`config.mk`:
```
export PLATFORM = sky130hd
export DESIGN_NAME = regfile_param
export DESIGN_NICKNAME = d
export VERILOG_FILES = /design/src/rtl/regfile_param.sv
export SDC_FILE = /design/constraint.sdc
export NUM_CORES = 1
export LEC_CHECK = 0
export CORE_MARGIN = 5
export CORE_UTILIZATION = 40
export DETAILED_ROUTE_END_ITERATION = 8
export PLACE_DENSITY_LB_ADDON = 0.25
export SLEW_MARGIN = 40
export SYNTH_ARGS = -nofsm -noshare
export SYNTH_HDL_FRONTEND = slang
export SYNTH_SLANG_ARGS = --single-unit
```
`constraint.sdc`:
```
create_clock -name clk -period 3.6 [get_ports clk]
set_input_delay 0.72 -clock clk [delete_from_list [all_inputs] [get_ports clk]]
set_output_delay 0.72 -clock clk [all_outputs]
set_load 0.01 [all_outputs]
```
`src/rtl/regfile_param.sv`:
```
// regfile_param: parametrised multi-read-port register file with a reset-time clearing sweep.
// Define REGFILE_BYPASS_EN for same-cycle write-to-read forwarding (write-first reads).
module regfile_param #(
    parameter int DATA_W   = 16,
    parameter int DEPTH    = 32,
    parameter int NRD      = 2,
    parameter int ZERO_REG = 1,
    localparam int ADDR_W  = $clog2(DEPTH)
) (
    input  logic                    clk,
    input  logic                    rst,
    input  logic                    we,
    input  logic [ADDR_W-1:0]       waddr,
    input  logic [DATA_W-1:0]       wdata,
    input  logic [NRD*ADDR_W-1:0]   raddr,
    output logic [NRD*DATA_W-1:0]   rdata,
    output logic                    ready
);

    typedef enum logic [1:0] {
        ST_RESET,
        ST_INIT,
        ST_RUN
    } state_t;

    localparam logic [ADDR_W:0] DEPTH_C  = (ADDR_W+1)'(DEPTH);
    localparam logic [ADDR_W:0] LAST_IDX = (ADDR_W+1)'(DEPTH - 1);

    state_t              state;
    state_t              state_nxt;
    logic [ADDR_W:0]     idx;
    logic                sweep_en;
    logic                wr_en;
    logic [DATA_W-1:0]   mem [DEPTH];

    function automatic logic addr_ok(input logic [ADDR_W-1:0] a);
        return ({1'b0, a} < DEPTH_C) && !(ZERO_REG != 0 && a == '0);
    endfunction

    always_ff @(posedge clk) begin
        if (rst) begin
            state <= ST_RESET;
        end else begin
            state <= state_nxt;
        end
    end

    // The first edge out of RESET already clears entry 0, so RESET sweeps like INIT.
    always_comb begin
        state_nxt = state;
        sweep_en  = 1'b0;
        case (state)
            ST_RESET: begin
                sweep_en  = 1'b1;
                state_nxt = ST_INIT;
            end
            ST_INIT: begin
                sweep_en = 1'b1;
                if (idx == LAST_IDX) begin
                    state_nxt = ST_RUN;
                end
            end
            ST_RUN: begin
                state_nxt = ST_RUN;
            end
            default: begin
                state_nxt = ST_RESET;
            end
        endcase
    end

    always_ff @(posedge clk) begin
        if (rst) begin
            idx <= '0;
        end else if (sweep_en) begin
            idx <= idx + 1'b1;
        end
    end

    assign ready = (state == ST_RUN);
    assign wr_en = !rst && ready && we && addr_ok(waddr);

    always_ff @(posedge clk) begin
        if (!rst && sweep_en) begin
            mem[idx[ADDR_W-1:0]] <= '0;
        end else if (wr_en) begin
            mem[waddr] <= wdata;
        end
    end

    for (genvar g = 0; g < NRD; g++) begin : g_rd
        logic [ADDR_W-1:0] ra;
        logic [DATA_W-1:0] rd;

        assign ra = raddr[g*ADDR_W +: ADDR_W];

        always_comb begin
            rd = '0;
            if (ready && addr_ok(ra)) begin
                rd = mem[ra];
`ifdef REGFILE_BYPASS_EN
                if (we && waddr == ra) begin
                    rd = wdata;
                end
`endif
            end
        end

        assign rdata[g*DATA_W +: DATA_W] = rd;
    end

endmodule

```
==> flow_metrics.env <==
export IMPL_yosys_warnings=0
export IMPL_combPwrFrac=0.120
export IMPL_rrSetupSlack_ps=660
export IMPL_syn_area_sq_mm=0.0245
export IMPL_fill_cells=4969
export IMPL_p_int_w=0.0106
export IMPL_min_period_ps=3570
export IMPL_via_count=14731
export IMPL_irDropWorstVdd_mv=0.364
export IMPL_p_per_area_mw_per_mm2=464
export IMPL_min_from="idx[5]"
export IMPL_grt_overflow=0
export IMPL_gp_congestion=0.851
export IMPL_io_buffers=66
export IMPL_tns_ps=0
export IMPL_grt_use_total=0.222
export IMPL_cp_required_ps=2880
export IMPL_die_w_microns=258
export IMPL_synth_cell_types=58
export IMPL_wire_per_inst_microns=31.5
export IMPL_slew_viol_final=0
export IMPL_postSynthAreaPerCell_sq_um=19.3
export IMPL_syn_nets=1312
export IMPL_synth_main_ff_cell="edfxtp_1"
export IMPL_rows=90
export IMPL_grt_pass1_wl_microns=108000
export IMPL_drc=0
export IMPL_synthArstFlopShare=0
export IMPL_clkPwrFrac=0.396
export IMPL_synth_area_leaders="edfxtp_1 63%, mux4_2 21%, mux2i_1 5.4%"
export IMPL_holdBufCountCts=0
export IMPL_cts_sinks=520
export IMPL_final_cells=2362
export IMPL_timing_worst_slew_pin_value_ps=776
export IMPL_cts_root_buf="clkbuf_16"
export IMPL_hold_end="idx[5]"
export IMPL_cts_clk_slew_worst_paths_ps=60
export IMPL_layout_drive_gt1_share=0.393
export IMPL_num_io_pins=67
export IMPL_arrival_ps=2850
export IMPL_start_util=0.405
export IMPL_synth_top_area_share=0.627
export IMPL_status="finished, final reports clean"
export IMPL_crit_path_start_kind="input port"
export IMPL_firstDrtPassIters=7
export IMPL_finalHoldViolCount=0
export IMPL_synth_edf_count=512
export IMPL_setup_viol_count_final=0
export IMPL_leakagePower_nw=10.8
export IMPL_htreeDepth=2
export IMPL_critPathKind="input port to primary output"
export IMPL_hold_path_class="flop to flop"
export IMPL_yosys_area_top_type="edfxtp_1"
export IMPL_r2r_cells=8
export IMPL_p_sw_frac=0.240
export IMPL_r2r_end="mem[24][3]"
export IMPL_seqPwrFrac=0.484
export IMPL_clock_fmax_mhz=280
export IMPL_fin_skew_ps=22.9
export IMPL_hold_depth=2
export IMPL_synth_seq_cells=520
export IMPL_final_cell_mix="512 x edfxtp_1, 225 x mux4_2, 183 x buf_4"
export IMPL_vias_per_cell=6.24
export IMPL_clock_latency_ps=620
export IMPL_synth_seq_area_share=0.633
export IMPL_maxCapViolations=0
export IMPL_finalCritPeriodShare=0.991
export IMPL_die_area_sq_mm=0.0664
export IMPL_final_net_count=1571
export IMPL_core_area_sq_mm=0.0606
export IMPL_layout_commonest_cell="edfxtp_1"
export IMPL_cts_tree="done"
export IMPL_antenna_found_initial=4
export IMPL_clk_path_buf_depth=3
export IMPL_layout_area_overhead_vs_synth_pct=22.9
export IMPL_power_switching_w=0.00336
export IMPL_die_y_microns=258
export IMPL_seq_area_sq_mm=0.0155
export IMPL_end_kind="primary output"
export IMPL_r2r_start="state[0]"
export IMPL_multiInputGateArea_sq_mm=0.00881
export IMPL_rsz0062_at_grt="yes"
export IMPL_total_power_w=0.0140
export IMPL_cts_inserted_buffers=54
export IMPL_grt_max_degree=43
export IMPL_place_inst=2256
export IMPL_syn_inst=1274
export IMPL_wl_microns=74500
export IMPL_drtIter0Drc=1865
export IMPL_slew_limit_headroom=0.477
export IMPL_place_hpwl_microns=49400
export IMPL_grt_pass1_vias=14999
export IMPL_cp_max_fo=20
export IMPL_ant_nets=0
-- power by group through the flow --
stage	logic, W	registers, W	clock network [W]
6_report	0.00168	0.00678	0.00554
5_1_grt	0.00176	0.00679	0.00590
4_1_cts	0.00167	0.00678	0.00563
3_5_place_dp	0.00163	0.00690	0
3_3_place_gp	0.00162	0.00690	0
2_1_floorplan	0.000871	0.00689	0
-- area by class of cell --
| class | count | area share |
|---|---|---|
| Antenna cell | 1 | 0.0000830 |
| Sequential cell | 520 | 0.515 |
| Multi-Input combinational cell | 650 | 0.292 |
| Timing Repair Buffer | 302 | 0.102 |
| Clock inverter | 30 | 0.00871 |
| Inverter | 5 | 0.000622 |
| Tap cell | 782 | 0.0324 |
| Clock buffer | 72 | 0.0491 |
-- how the worst max path moves through the flow --
stage / slack, ps / to / from / cells past startpoint
2_1_floorplan: 150 / mem[30][0] / waddr[4] / 5
3_3_place_gp: -730 / rdata[17] / raddr[8] / 10
3_5_place_dp: -810 / rdata[17] / raddr[8] / 10
4_1_cts: 30 / rdata[17] / raddr[5] / 8
5_1_grt: -20 / rdata[17] / raddr[5] / 8
6_report: 30 / rdata[21] / raddr[8] / 8
-- flip-flops by register name, indices dropped and copies added, names as in the netlist --
register,count
idx,6
mem,512
state,2
-- Yosys cell counts (14+ instances only) --
cell type / count
nor3_1: 26
edfxtp_1: 512
mux2i_1: 132
a22o_1: 16
a22oi_1: 14
nor2_1: 28
clkbuf_1: 41
and2_1: 17
mux4_2: 225
a21oi_1: 17
buf_2: 37
o22a_1: 18
o221ai_1: 31
a211oi_1: 14
-- metal layers --
layer | part of all wire | vias up | track usage
met5 | 0.000094 | - | 0
met4 | 0.025 | 2 | 0.0550
met3 | 0.090 | 127 | 0.0468
met2 | 0.47 | 727 | 0.350
met1 | 0.41 | 7812 | 0.321
li1 | - | 6063 | -
-- worst max-delay path: stages --
cell	delay [ps]
clkdlybuf4s15_2	240
buf_4	150
or3_1	350
buf_12	190
o31ai_2	290
buf_4	300
a211oi_2	80
clkdlybuf4s50_1	500
-- cells by family after synthesis --
| family | Yosys count | share of synthesized area |
|---|---|---|
| AOI/OAI and AO/OA | 162 | 0.0533 |
| xor gates and xnor gates | 4 | 0.00143 |
| adders and majority gates | 4 | 0.00204 |
| buffers and inverters | 104 | 0.0221 |
| DFF | 520 | 0.633 |
| muxes | 358 | 0.261 |
| and+or+nand+nor | 122 | 0.0272 |
-- metrics by stage --
stage | hold slack, ps | setup WS [ps] | utilization | area, sq um
floorplan | 455 | 145 | - | 24500
global placement | 473 | -730 | 0.465 | 28200
detailed placement | 486 | -806 | 0.465 | 28200
CTS | 496 | 31.8 | 0.497 | 30100
global route | 515 | -15.3 | 0.498 | 30200
finish | 491 | 33.1 | 0.498 | 30200
-- timing repair --
| item | 4_1_cts | 5_1_grt |
|---|---|---|
| resized for setup | 71 | 5 |
| setup buffers | 3 | 0 |
| endpoints found under the setup margin | 32 | 7 |
| pin swaps | 2 | 1 |
Power figures use the tool's default switching activity.
